**config.mk**
```make
export PLATFORM = sky130hd
export DESIGN_NAME = rsa_decryptor_flat
export DESIGN_NICKNAME = d
export VERILOG_FILES = /design/src/rtl/rsa_decryptor_if.sv /design/src/rtl/rsa_decryptor.sv /design/src/flat_wrapper.sv
export SDC_FILE = /design/constraint.sdc
export NUM_CORES = 2
export LEC_CHECK = 0
export ABC_AREA = 0
export ABC_CLOCK_PERIOD_IN_PS = 14000
export CAP_MARGIN = 15
export CORE_ASPECT_RATIO = 1.5
export CORE_MARGIN = 10
export CORE_UTILIZATION = 29
export DETAILED_ROUTE_END_ITERATION = 16
export SYNTH_ARGS = -nofsm -noshare
export SYNTH_HDL_FRONTEND = slang
export SYNTH_SLANG_ARGS = --single-unit
```
**constraint.sdc**
```tcl
create_clock -name clk -period 14 [get_ports clk]
set_input_delay 1.4 -clock clk [delete_from_list [all_inputs] [get_ports clk]]
set_output_delay 1.4 -clock clk [all_outputs]
set_load 0.01 [all_outputs]
```
**src/rtl/rsa_decryptor_if.sv**
```systemverilog
// rsa_decryptor_if: start/cal_done handshake bundle for the RSA decrypt core.
// Handshake: the master pulses start for one cycle with operands valid on the
// same edge; the slave raises busy the next cycle, then holds cal_done high
// (with cal_err and plain_val valid) until the next accepted start or reset.
`timescale 1ns/1ps
interface rsa_decryptor_if #(parameter int WIDTH = 64);
   logic             start;
   logic [WIDTH-1:0] private_key;
   logic [WIDTH-1:0] public_key;
   logic [WIDTH-1:0] cipher_val;
   logic             busy;
   logic             cal_done;
   logic             cal_err;
   logic [WIDTH-1:0] plain_val;
   logic [2:0]       dbg_state;

   modport master (
      output start, private_key, public_key, cipher_val,
      input  busy, cal_done, cal_err, plain_val, dbg_state
   );

   modport slave (
      input  start, private_key, public_key, cipher_val,
      output busy, cal_done, cal_err, plain_val, dbg_state
   );
endinterface

```
**src/rtl/rsa_decryptor.sv**
```systemverilog
// rsa_decryptor: plain = cipher^d mod n by MSB-first square-and-multiply.
// Each modular multiply is bit-serial interleaved shift/add/subtract, one
// multiplier bit per cycle, WIDTH cycles per multiply.
// Optional build macro RSA_DEC_LZ_SKIP_EN: start the exponent scan at the
// most significant set bit of d, skipping leading squarings of acc=1.
`timescale 1ns/1ps
module rsa_decryptor #(
   parameter int WIDTH = 64,
   parameter int CNT_W = 7
) (
   input  logic            clk,
   input  logic            rst,
   rsa_decryptor_if.slave  bus
);

   typedef enum logic [2:0] {
      S_IDLE, S_LOAD, S_SQR, S_MUL, S_NEXT, S_DONE
   } state_t;

   localparam logic [WIDTH-1:0] ONE  = {{(WIDTH-1){1'b0}}, 1'b1};
   localparam logic [CNT_W-1:0] KTOP = CNT_W'(WIDTH - 1);

   state_t           r_state;
   logic [WIDTH-1:0] r_d, r_n, r_c, r_acc, r_plain;
   logic [WIDTH+1:0] r_r;
   logic [CNT_W-1:0] r_k, r_i;
   logic             r_err, r_busy, r_done, r_cerr;

   logic [WIDTH-1:0] w_a;
   logic             w_bit, w_dbit;
   logic [WIDTH+1:0] w_n_ext, w_dbl, w_red1, w_add, w_red2;

   // One interleaved step: r = 2r mod n, then add multiplicand if bit k set, mod n.
   always_comb begin
      w_a     = (r_state == S_MUL) ? r_c : r_acc;
      w_bit   = |(r_acc & (ONE << r_k));
      w_dbit  = |(r_d & (ONE << r_i));
      w_n_ext = {2'b00, r_n};
      w_dbl   = r_r << 1;
      w_red1  = (w_dbl >= w_n_ext) ? (w_dbl - w_n_ext) : w_dbl;
      w_add   = w_red1 + (w_bit ? {2'b00, w_a} : '0);
      w_red2  = (w_add >= w_n_ext) ? (w_add - w_n_ext) : w_add;
   end

`ifdef RSA_DEC_LZ_SKIP_EN
   logic [CNT_W-1:0] w_msb;

   // Index of the highest set bit of the latched exponent (0 when d=0).
   always_comb begin
      w_msb = '0;
      for (int j = 0; j < WIDTH; j++) begin
         if (r_d[j]) w_msb = CNT_W'(j);
      end
   end
`endif

   // Control FSM with registered handshake outputs and datapath registers.
   always_ff @(posedge clk or posedge rst) begin
      if (rst) begin
         r_state <= S_IDLE;
         r_d     <= '0;
         r_n     <= '0;
         r_c     <= '0;
         r_acc   <= '0;
         r_r     <= '0;
         r_k     <= '0;
         r_i     <= '0;
         r_err   <= 1'b0;
         r_busy  <= 1'b0;
         r_done  <= 1'b0;
         r_cerr  <= 1'b0;
         r_plain <= '0;
      end else begin
         case (r_state)
            S_IDLE, S_DONE: begin
               if (r_state == S_DONE) begin
                  r_done  <= 1'b1;
                  r_busy  <= 1'b0;
                  r_cerr  <= r_err;
                  r_plain <= r_err ? '0 : r_acc;
               end
               // A new request is accepted from idle or from a finished result.
               if (bus.start) begin
                  r_d     <= bus.private_key;
                  r_n     <= bus.public_key;
                  r_c     <= bus.cipher_val;
                  r_err   <= 1'b0;
                  r_done  <= 1'b0;
                  r_cerr  <= 1'b0;
                  r_busy  <= 1'b1;
                  r_state <= S_LOAD;
               end
            end
            S_LOAD: begin
               r_r <= '0;
               r_k <= KTOP;
               if (r_n < WIDTH'(2) || r_c >= r_n) begin
                  r_err   <= 1'b1;
                  r_acc   <= '0;
                  r_state <= S_DONE;
               end else begin
                  r_acc <= ONE;
`ifdef RSA_DEC_LZ_SKIP_EN
                  r_i     <= w_msb;
                  r_state <= (r_d == '0) ? S_DONE : S_SQR;
`else
                  r_i     <= KTOP;
                  r_state <= S_SQR;
`endif
               end
            end
            S_SQR, S_MUL: begin
               r_r <= w_red2;
               r_k <= r_k - 1'b1;
               // Last multiplier bit: commit product and fold the NEXT decision in.
               if (r_k == '0) begin
                  r_acc <= w_red2[WIDTH-1:0];
                  r_r   <= '0;
                  r_k   <= KTOP;
                  if (r_state == S_SQR && w_dbit) begin
                     r_state <= S_MUL;
                  end else if (r_i == '0) begin
                     r_state <= S_DONE;
                  end else begin
                     r_i     <= r_i - 1'b1;
                     r_state <= S_SQR;
                  end
               end
            end
            default: r_state <= S_IDLE;
         endcase
      end
   end

   assign bus.busy      = r_busy;
   assign bus.cal_done  = r_done;
   assign bus.cal_err   = r_cerr;
   assign bus.plain_val = r_plain;
   assign bus.dbg_state = r_state;

endmodule
```
**src/flat_wrapper.sv**
```systemverilog
// flat-port wrapper written by rule: the top's interface ports become plain ports
module rsa_decryptor_flat 
#(
   parameter int WIDTH = 64,
   parameter int CNT_W = 7
)
  (clk, rst, bus_start, bus_private_key, bus_public_key, bus_cipher_val, bus_busy, bus_cal_done, bus_cal_err, bus_plain_val, bus_dbg_state);
  rsa_decryptor_if #(.WIDTH(WIDTH)) bus_i ();
  input  logic clk;
  input  logic rst;
  input wire logic [$bits(bus_i.start)-1:0] bus_start;
  input wire logic [$bits(bus_i.private_key)-1:0] bus_private_key;
  input wire logic [$bits(bus_i.public_key)-1:0] bus_public_key;
  input wire logic [$bits(bus_i.cipher_val)-1:0] bus_cipher_val;
  output wire logic [$bits(bus_i.busy)-1:0] bus_busy;
  output wire logic [$bits(bus_i.cal_done)-1:0] bus_cal_done;
  output wire logic [$bits(bus_i.cal_err)-1:0] bus_cal_err;
  output wire logic [$bits(bus_i.plain_val)-1:0] bus_plain_val;
  output wire logic [$bits(bus_i.dbg_state)-1:0] bus_dbg_state;
  assign bus_i.start = bus_start;
  assign bus_i.private_key = bus_private_key;
  assign bus_i.public_key = bus_public_key;
  assign bus_i.cipher_val = bus_cipher_val;
  assign bus_busy = bus_i.busy;
  assign bus_cal_done = bus_i.cal_done;
  assign bus_cal_err = bus_i.cal_err;
  assign bus_plain_val = bus_i.plain_val;
  assign bus_dbg_state = bus_i.dbg_state;
  rsa_decryptor #(.WIDTH(WIDTH), .CNT_W(CNT_W)) u_core (.clk(clk), .rst(rst), .bus(bus_i));
endmodule
```
==> results by group <==
Timing
  • Slew headroom: 20.8%
  • Hold violation count in the final report: 0
  • Crit share post-route: 83.4%
  • Count of final max-slew check failures: 0
  • Unrepaired setup endpoints after global routing: no
  • Min cycle time layout: 11.67 ns
  • Number of failing setup endpoints in the final timing report: 0
  • Timing-limited maximum frequency: 85.7 MHz
  • Pin slew with the least headroom to its limit: 1.18 ns
  • WHS: 0.480 ns
  • Skew final: 0.0299 ns
  • Setup total negative slack: 0 ns

Yosys
  • Main flop type after synthesis: dfrtp_1
  • Top-area cell type share of the netlist area: 31.2%
  • Number of standard cells after synthesis: 3,901
  • Post-synth EDFFs: 0
  • Mapped Nets: 4,366
  • Number of synthesis warnings: 0
  • #FFs+latches synth: 406
  • Leading post-synthesis cells by cell area: dfrtp_1, ha_1, nand2_1
  • Post-synthesis sequential area ratio: 31.2%
  • Leading area contributor after synthesis: dfrtp_1
  • Ys async rst share: 100%
  • Average cell area after synthesis: 8.35 um2
  • Post-synth design cell area: 0.0326 mm2
  • Count of cell types in the netlist: 96

Floorplan
  • X dimension of the die: 294 um
  • Floorplan die height: 430 um
  • Cell Rows: 150
  • Count of pins on the block boundary: 265
  • Starting density of the core: 29.2%
  • Core outline area: 0.111 mm2
  • Area enclosed by the die boundary: 0.126 mm2

Clock tree
  • H-tree level count: 2
  • Later-pin clock latency in the skew report: 0.64 ns
  • Clock slew seen by the registers of the worst setup and hold paths: 0.06 ns
  • Post-CTS Resized: 0
  • Sink Count: 406
  • Number of buffers inserted for hold repair after clock tree synthesis: 0
  • Maximum buffer depth of the clock tree: 3
  • Clock root buffer: clkbuf_16
  • Number of buffers inserted during clock tree synthesis: 47
  • CTS tree: built
  • Postcts setup bufs: 0

Flow run
  • Number of max-cap violations: 0

Setup path
  • CP Max Fanout: 45
  • Data arrival at the endpoint of the critical path: 12.18 ns
  • Data required, critical path: 14.50 ns
  • Stage delay of the slowest cell on the critical path: 0.72 ns
  • Length in cells of the worst reg-to-reg path: 36
  • Critical path class: reg2reg
  • Crit path capture type: flop
  • Worst R2R Setup Slack: 2.33 ns
  • Slowest stage cell, crit path: a221oi_1
  • Top cell by count, worst path: o21ai_1
  • Worst R2R End: u_core.r_r[38]
  • Startpoint class of the critical path: flop
  • Launch instance of the worst register-to-register path: u_core.r_n[1]

Placed design
  • GPL Wtd Cong: 1.01
  • Total half-perimeter wirelength after legalization and detailed placement: 112 mm
  • Number of buffers added on ports: 264

Route
  • Iteration count of the initial detailed-routing pass: 6
  • Post-detailed-route via-to-cell ratio: 5.62
  • DR WL/cell: 26.1 um
  • Total number of vias: 31,100
  • Detailed Route WL: 144 mm
  • DRT antenna net count: 0
  • Post-route DRC violation count: 0
  • Number of violations reported at the end of detailed-routing iteration 0: 2,432

Min path
  • Class of the tightest hold or removal check: reg2reg
  • Worst Min Path Start: u_core.bus.plain_val[14]
  • End point of the worst hold path: u_core.bus.plain_val[14]
  • Depth of the worst hold-timing path: 2

Finish
  • Layout cell share with drive strength beyond 1: 8.53%
  • Final-stage net count: 4,505
  • Most common cell after layout, fill and taps aside: nand2_1
  • Fill cell instance count of the final layout: 11,800
  • Layout area overhead: 17.4%
  • Top library cells by usage in the layout, fill and taps aside: nand2_1, dfrtp_1, o21ai_0

Global routing
  • Total global routing overflow: 0
  • Antenna violations before repair: 8
  • Vias in the first global route: 31,100
  • All-layer global routing usage: 22.1%
  • Global-route wire length before repair: 210 mm
  • Maximum number of pins on one net before global-route repair: 138

Status
  • Status: finished, final reports clean
-- metrics by stage --
| step | std cells | instance area [um2] | utilization [%] | worst slack, ns |
|---|---|---|---|---|
| 5_1_grt | 5528 | 38200 | 34.3 | 1.69 |
| 2_1_floorplan | 3901 | 32600 | - | 1.31 |
| 6_report | 5530 | 38200 | 34.3 | 2.33 |
| 3_3_place_gp | 5433 | 36500 | 32.8 | 2.66 |
| 3_5_place_dp | 5433 | 36500 | 32.8 | 2.60 |
| 4_1_cts | 5521 | 38200 | 34.3 | 2.54 |
-- final cells by class --
class | count | area (um2) | share of cell area [%]
sequential | 406 | 10200 | 26.6
multi-input combinational | 3079 | 20800 | 54.4
clock inverter | 22 | 277 | 0.723
tap | 1444 | 1810 | 4.72
timing repair buffer | 321 | 3090 | 8.07
clock buffer | 66 | 1390 | 3.63
antenna | 7 | 17.5 | 0.0458
inverter | 185 | 702 | 1.84
-- layer usage --
metal  share of wire [%]  vias up  track usage (%)
met3                 4.4      400             2.94
met4                 9.7        2             18.3
met5              0.0069        -                0
met2                  50     1070             39.2
li1                    -    14400                -
met1                  36    15200             22.9
-- worst max-delay path: cells and delay by family, from the launching register on --
kind / cells / cell delay, ns
XOR/XNOR: 1 / 0.26
AND/OR/NAND/NOR: 10 / 2.72
flip-flops: 1 / 0.44
buffers and inverters: 2 / 0.27
adder cells (fa/ha/maj): 3 / 1.22
AO/OA/AOI/OAI: 20 / 6.52
-- sequential cells by signal (all words and copies together) (netlist names), 3 cells and up --
signal / cells
u_core.bus.dbg_state: 3
u_core.r_i: 7
u_core.bus.plain_val: 64
u_core.r_acc: 64
u_core.r_n: 64
u_core.r_d: 64
u_core.r_r: 65
u_core.r_k: 7
u_core.r_c: 64
-- worst max-delay path by stage --
stage                  start               to  slack, ns  depth (start not counted)
2_1_floorplan            rst  u_core.bus.busy       1.31                          1
3_3_place_gp   u_core.r_n[0]   u_core.r_r[46]       2.66                         36
3_5_place_dp   u_core.r_n[1]   u_core.r_r[35]       2.60                         36
4_1_cts        u_core.r_n[1]   u_core.r_r[16]       2.54                         36
5_1_grt        u_core.r_n[1]   u_core.r_r[32]       1.69                         36
6_report       u_core.r_n[1]   u_core.r_r[38]       2.33                         36
-- cells in the mapped netlist, drive strengths merged, types with 43 or more instances --
master / instances
a21o: 161
a21oi: 316
a32o: 51
buf: 43
clkbuf: 188
dfrtp: 406
ha: 267
inv: 185
mux2: 133
nand2: 554
nand2b: 106
nand3: 100
nand4: 55
nor2: 156
nor2b: 44
nor3: 64
nor4: 50
o21ai: 365
o21bai: 46
o31ai: 50
xnor2: 104
xor2: 80
-- cells by family (layout without fill, tap and decap cells) --
logic type               count (synthesis)  in the layout  share of synthesized area (%)
other                                    0              7                              0
adder cells (fa/ha/maj)                270            270                           10.4
flip-flops                             406            406                           31.2
buffers and inverters                  416            594                           5.14
AND/OR/NAND/NOR                       1208           1208                           17.4
AO/OA/AOI/OAI                         1265           1265                           25.6
XOR/XNOR                               184            184                           4.95
multiplexers                           152            152                           5.34
Power is not shown: default switching activity piles up to over one toggle a cycle in this logic, so the estimate is an artifact.
